[src/rtl/i2c_seq_ctrl.sv]
// I2C transaction sequencer: turns one latched read/write command into a series of
// byte-engine handshakes (device address, register address, data, repeated start, stop).
module i2c_seq_ctrl #(
  parameter int MAX_BYTES = 4,
  parameter int REG_BYTES = 1
) (
  input  logic                                           clk,
  input  logic                                           rst_n,
  input  logic                                           req,
  output logic                                           ready,
  input  logic                                           rd_wr,
  input  logic [6:0]                                     dev_addr,
  input  logic [8*((REG_BYTES > 0) ? REG_BYTES : 1)-1:0] reg_addr,
  input  logic [$clog2(MAX_BYTES+1)-1:0]                 len,
  input  logic [8*MAX_BYTES-1:0]                         wdata,
  output logic [8*MAX_BYTES-1:0]                         rdata,
  output logic                                           cmd_done,
  output logic                                           ack_err,
  output logic                                           eng_start,
  output logic                                           eng_rw,
  output logic                                           eng_rstart,
  output logic                                           eng_stop,
  output logic [7:0]                                     eng_tx_data,
  output logic                                           eng_sda_en,
  output logic                                           eng_rx_ack,
  input  logic                                           eng_busy,
  input  logic                                           eng_done,
  input  logic                                           eng_nack,
  input  logic [7:0]                                     eng_rx_data
);

  localparam int            LW       = $clog2(MAX_BYTES + 1);
  localparam int            RW       = (REG_BYTES > 0) ? REG_BYTES : 1;
  localparam logic [LW-1:0] LEN_MAX  = LW'(MAX_BYTES);
  localparam logic [LW-1:0] REG_LAST = LW'(RW - 1);

  typedef enum logic [3:0] {
    IDLE, ADDR, REG, WDATA, RSTART, RADDR, RDATA, STOP, FIN
  } state_e;

  state_e                 state_q, state_d;
  logic                   rd_q, rd_d;
  logic [6:0]             dev_q, dev_d;
  logic [8*RW-1:0]        reg_q, reg_d;
  logic [LW-1:0]          len_q, len_d;
  logic [LW-1:0]          cnt_q, cnt_d;
  logic [8*MAX_BYTES-1:0] wdata_q, wdata_d;
  logic [8*MAX_BYTES-1:0] rdata_q, rdata_d;
  logic                   ack_err_q, ack_err_d;
  logic                   wait_q, wait_d;    // handshake: 0 = requesting, 1 = waiting for busy low
  logic                   ackph_q, ackph_d;  // RDATA: 0 = receive byte, 1 = master ACK/NACK

  logic                   req_ph;
  logic                   cpl;
  logic                   last_byte;
  logic [8*RW-1:0]        reg_sh;
  logic [8*MAX_BYTES-1:0] wdata_sh;
  state_e                 after_reg;

  assign req_ph    = ~wait_q;
  assign cpl       = wait_q & ~eng_busy;
  assign last_byte = (cnt_q + 1'b1) == len_q;
  assign reg_sh    = reg_q << {cnt_q, 3'b000};
  assign wdata_sh  = wdata_q >> {cnt_q, 3'b000};
  assign after_reg = rd_q ? RSTART : ((len_q == '0) ? STOP : WDATA);

  assign ready   = (state_q == IDLE);
  assign ack_err = ack_err_q;
  assign rdata   = rdata_q;

  always_comb begin
    // NOTE: every signal written below gets a default first so no path infers a latch.
    state_d     = state_q;
    rd_d        = rd_q;
    dev_d       = dev_q;
    reg_d       = reg_q;
    len_d       = len_q;
    cnt_d       = cnt_q;
    wdata_d     = wdata_q;
    rdata_d     = rdata_q;
    ack_err_d   = ack_err_q;
    wait_d      = wait_q;
    ackph_d     = ackph_q;
    cmd_done    = 1'b0;
    eng_start   = 1'b0;
    eng_rw      = 1'b0;
    eng_rstart  = 1'b0;
    eng_stop    = 1'b0;
    eng_tx_data = 8'h00;
    eng_sda_en  = 1'b0;
    eng_rx_ack  = 1'b0;

    if (state_q inside {ADDR, REG, WDATA, RSTART, RADDR, RDATA}) begin
      if (req_ph && eng_busy) wait_d = 1'b1;
      if (cpl)                wait_d = 1'b0;
    end

    unique case (state_q)
      IDLE: begin
        if (req) begin
          rd_d      = rd_wr;
          dev_d     = dev_addr;
          reg_d     = reg_addr;
          wdata_d   = wdata;
          len_d     = (len > LEN_MAX) ? LEN_MAX : len;
          ack_err_d = 1'b0;
          cnt_d     = '0;
          wait_d    = 1'b0;
          ackph_d   = 1'b0;
          state_d   = ADDR;
        end
      end

      ADDR: begin
        eng_start = req_ph;
        if (req_ph) eng_tx_data = {dev_q, (REG_BYTES == 0) && rd_q};
        if (cpl) begin
          cnt_d = '0;
          if (eng_nack) begin
            ack_err_d = 1'b1;
            state_d   = STOP;
          end else if (REG_BYTES > 0) begin
            state_d = REG;
          end else if (rd_q) begin
            // Without a register phase the read address goes out here directly.
            state_d = (len_q == '0) ? STOP : RDATA;
          end else begin
            state_d = after_reg;
          end
        end
      end

      REG: begin
        eng_start = req_ph;
        if (req_ph) eng_tx_data = reg_sh[8*RW-1 -: 8];
        if (cpl) begin
          if (eng_nack) begin
            ack_err_d = 1'b1;
            state_d   = STOP;
          end else if (cnt_q == REG_LAST) begin
            cnt_d   = '0;
            state_d = after_reg;
          end else begin
            cnt_d = cnt_q + 1'b1;
          end
        end
      end

      WDATA: begin
        eng_start = req_ph;
        if (req_ph) eng_tx_data = wdata_sh[7:0];
        if (cpl) begin
          if (eng_nack) begin
            ack_err_d = 1'b1;
            state_d   = STOP;
          end else if (last_byte) begin
            state_d = STOP;
          end else begin
            cnt_d = cnt_q + 1'b1;
          end
        end
      end

      RSTART: begin
        eng_start  = req_ph;
        eng_rstart = req_ph;
        if (cpl) begin
          cnt_d   = '0;
          state_d = RADDR;
        end
      end

      RADDR: begin
        eng_start = req_ph;
        if (req_ph) eng_tx_data = {dev_q, 1'b1};
        if (cpl) begin
          cnt_d = '0;
          if (eng_nack) begin
            ack_err_d = 1'b1;
            state_d   = STOP;
          end else begin
            state_d = (len_q == '0) ? STOP : RDATA;
          end
        end
      end

      RDATA: begin
        eng_start = req_ph;
        if (!ackph_q) begin
          eng_rw = req_ph;
          if (cpl) begin
            for (int i = 0; i < MAX_BYTES; i++) begin
              if (cnt_q == LW'(i)) rdata_d[8*i +: 8] = eng_rx_data;
            end
            ackph_d = 1'b1;
          end
        end else begin
          // NACK the final byte so the slave releases SDA before the stop.
          eng_sda_en = req_ph;
          eng_rx_ack = req_ph & last_byte;
          if (cpl) begin
            ackph_d = 1'b0;
            if (last_byte) state_d = STOP;
            else           cnt_d   = cnt_q + 1'b1;
          end
        end
      end

      STOP: begin
        eng_stop = 1'b1;
        if (eng_done) state_d = FIN;
      end

      FIN: begin
        cmd_done = 1'b1;
        state_d  = IDLE;
      end

      default: state_d = IDLE;
    endcase
  end

  always_ff @(posedge clk) begin
    // NOTE: sequential state uses non-blocking assignments so all registers update together.
    if (!rst_n) begin
      state_q   <= IDLE;
      rd_q      <= 1'b0;
      dev_q     <= '0;
      reg_q     <= '0;
      len_q     <= '0;
      cnt_q     <= '0;
      wdata_q   <= '0;
      // NOTE: the read-data register array is cleared by reset because it is visible on a port.
      rdata_q   <= '0;
      ack_err_q <= 1'b0;
      wait_q    <= 1'b0;
      ackph_q   <= 1'b0;
    end else begin
      state_q   <= state_d;
      rd_q      <= rd_d;
      dev_q     <= dev_d;
      reg_q     <= reg_d;
      len_q     <= len_d;
      cnt_q     <= cnt_d;
      wdata_q   <= wdata_d;
      rdata_q   <= rdata_d;
      ack_err_q <= ack_err_d;
      wait_q    <= wait_d;
      ackph_q   <= ackph_d;
    end
  end

endmodule

[config.mk]
export PLATFORM = sky130hd
export DESIGN_NAME = i2c_seq_ctrl
export DESIGN_NICKNAME = d
export VERILOG_FILES = /design/src/rtl/i2c_seq_ctrl.sv
export SDC_FILE = /design/constraint.sdc
export NUM_CORES = 1
export LEC_CHECK = 0
export CORE_MARGIN = 2
export CORE_UTILIZATION = 65
export DETAILED_ROUTE_END_ITERATION = 12
export DONT_BUFFER_PORTS = 1
export GPL_TIMING_DRIVEN = 0
export MAX_ROUTING_LAYER = met4
export PLACE_DENSITY = 0.79
export SETUP_SLACK_MARGIN = 0.02
export SYNTH_ARGS = -nofsm -noshare
export SYNTH_HDL_FRONTEND = slang
export SYNTH_SLANG_ARGS = --single-unit
[constraint.sdc]
create_clock -name clk -period 4.9 [get_ports clk]
set_input_delay 0.49 -clock clk [delete_from_list [all_inputs] [get_ports clk]]
set_output_delay 0.49 -clock clk [all_outputs]
set_load 0.01 [all_outputs]
==> results.json <==
{
  "fin_crit_sh": 0.639,
  "core-area_um2": 6280,
  "synth_top_area_share": 0.448,
  "first_pass_iters": 5,
  "worstMarginPinSlew_ns": 0.944,
  "async_reset_ff_frac": 0,
  "htreeDepth": 3,
  "run_status": "completed",
  "cp-start-kind": "register",
  "p_leak_nw": 1.62,
  "root_buffer": "clkbuf_8",
  "yosysTopAreaCell": "dfxtp_1",
  "finalHoldViolations": 0,
  "drt_iter0_drc": 277,
  "detailed_place_hpwl_um": 8020,
  "synthCells": 510,
  "grt_pass1_vias": 3607,
  "gr-usage-all-layers": 0.322,
  "worst_hold_slack_ns": 0.238,
  "crit_type": "register to output pin",
  "cts_tree": "done",
  "worstSetupEndpointType": "output pin",
  "yosys_warnings": 0,
  "fin_tns_setup_ns": 0,
  "synth.area.top_cells": "dfxtp_1 (45%), nand2_1 (13%), a21oi_1 (9.8%)",
  "hold_class": "input pin to register",
  "area_growth_pct": 7.17,
  "gp_congestion": 0.953,
  "grt_pass1_wl_um": 17500,
  "fp.dieH_um": 83.9,
  "remaining_drc_errors": 0,
  "clock_sinks": 93,
  "synth_edf_count": 0,
  "clk_path_buf_depth": 2,
  "fin_ws_ns": 1.77,
  "switching_share": 0.407,
  "p_seq_frac": 0.409,
  "crit_fanout": 10,
  "via_count": 3737,
  "internal_power_mw": 1.37,
  "wl_per_cell_um": 18.0,
  "synth_fp_nets": 581,
  "mostFrequentLayoutCell": "nand2_1",
  "post_cts_buffers": 0,
  "cts-resized-gates": 0,
  "finalInstanceArea_um2": 4450,
  "ys_ff_latch": 93,
  "ys.flop_type": "dfxtp_1",
  "dp_cells": 587,
  "routed_wl_um": 10900,
  "rsz0062_at_grt": "no",
  "finalSetupViolCount": 0,
  "grt_max_degree": 20,
  "netlist_area_um2": 4150,
  "max_slew_margin": 0.365,
  "final_cell_mix": "nand2_1 (139), dfxtp_1 (93), a21oi_1 (81)",
  "ys_seq_area_frac": 0.448,
  "portBuffers": 0,
  "nets": 592,
  "initial_core_util": 0.662,
  "cp.required_ns": 4.41,
  "drv_slew": 0,
  "pin_count": 114,
  "p_switching_mw": 0.938,
  "cap_viol_max_count": 0,
  "power_density_nw_per_um2": 518,
  "die-area_um2": 7040,
  "gr-total-overflow": 0,
  "instances_no_fill": 603,
  "vdd_drop_max_mv": 0.361,
  "numCtsBuffers": 9,
  "placed_area_um2": 4250,
  "place_ws_ns": 2.19,
  "fp.dieW_um": 83.9,
  "drive_above_1_share": 0.0856,
  "antennaDiodeCount": 0,
  "skew_ns": 0.00893,
  "clk_pin_slew_ns": 0.11,
  "hold_buffers": 0,
  "min_period_ns": 3.13,
  "grt_antenna_before_repair": 0,
  "comb_power_share": 0.370,
  "ff2ff_setup_slack_ns": 2.21,
  "avgSynthCellArea_um2": 8.14,
  "avgViaCountPerCell": 6.20,
  "power_frac_clock": 0.220,
  "max_freq_mhz": 319,
  "clock_latency_ns": 0.37,
  "synth.distinct_cells": 45,
  "rows": 29,
  "worstPathArrival_ns": 2.64,
  "ant_nets": 0
}
## cell type report
| class | count | area, um^2 |
|---|---|---|
| buffer | 37 | 165 |
| inverter | 7 | 26.3 |
| multi-input combinational | 373 | 2100 |
| clock buffer | 9 | 124 |
| fill | 541 | 1830 |
| sequential | 93 | 1860 |
| clock inverter | 7 | 77.6 |
| tap | 77 | 96.3 |
## path summary, 6_finish.rpt
check,startpoint,endpoint,depth (start not counted)
worst max-delay path,state_q[2],eng_tx_data[0],6
worst min register to register,wdata_q[18],wdata_q[18],2
worst min-delay path,reg_addr[5],reg_q[5],2
worst max register to register,cnt_q[1],cnt_q[0],8
## Yosys cell counts (2+ instances only)
master    number
a211oi_1       2
a21oi_1       81
a222oi_1       8
a31oi_1        2
and2_1         3
and3_1         3
buf_2         12
clkbuf_1      22
dfxtp_1       93
ha_1           6
inv_1          6
mux2i_1       14
mux4_2         8
nand2_1      139
nand2b_1       3
nand3_1       26
nand3b_1       2
nand4_1        2
nor2_1        26
nor2b_1        5
nor3_1        10
nor3b_1        3
nor4_1         5
o21ai_0        5
o22ai_1        2
xnor2_1        2
xor2_1         2
## routing by layer
metal  up-vias  part of all wire  track usage
li1       1789                 -            -
met1      1779              0.42        0.396
met2       145              0.49        0.522
met3        24             0.069       0.0633
met4         0             0.020        0.132
met5         -                 0            -
## power groups by stage
stage | logic [mW] | registers [mW] | clock network (mW)
floorplan | 0.647 | 0.937 | 0
global placement | 0.822 | 0.954 | 0
detailed placement | 0.839 | 0.958 | 0
CTS | 0.843 | 0.941 | 0.517
global route | 0.942 | 0.955 | 0.543
finish | 0.854 | 0.944 | 0.508
## cells by family after synthesis
kind of cell | Yosys count | share of synthesized area
buffers and inverters | 44 | 0.0461
AOI/OAI and AO/OA | 105 | 0.145
muxes | 22 | 0.0771
adders and majority gates | 6 | 0.0181
and+or+nand+nor | 236 | 0.257
xor gates and xnor gates | 4 | 0.00844
DFF | 93 | 0.448
## critical path, cell delays in order (launching register included)
cell	delay, ns
dfxtp_1	0.33
buf_2	0.18
nor3b_1	0.37
nand2_1	0.13
nor2_1	0.54
a222oi_1	0.20
nor4_1	0.52
## per-stage QoR
stage	utilization	total power [mW]
floorplan	-	1.58
global placement	0.677	1.78
detailed placement	0.677	1.80
CTS	0.709	2.30
global route	0.709	2.44
finish	0.709	2.31
## sequential cells by signal (all words and copies together) (netlist names)
signal / flops
rdata: 32
wait_q: 1
len_q: 3
ackph_q: 1
cnt_q: 3
state_q: 4
ack_err: 1
reg_q: 8
dev_q: 7
wdata_q: 32
rd_q: 1
No activity file was read; power rests on OpenSTA's default activity.
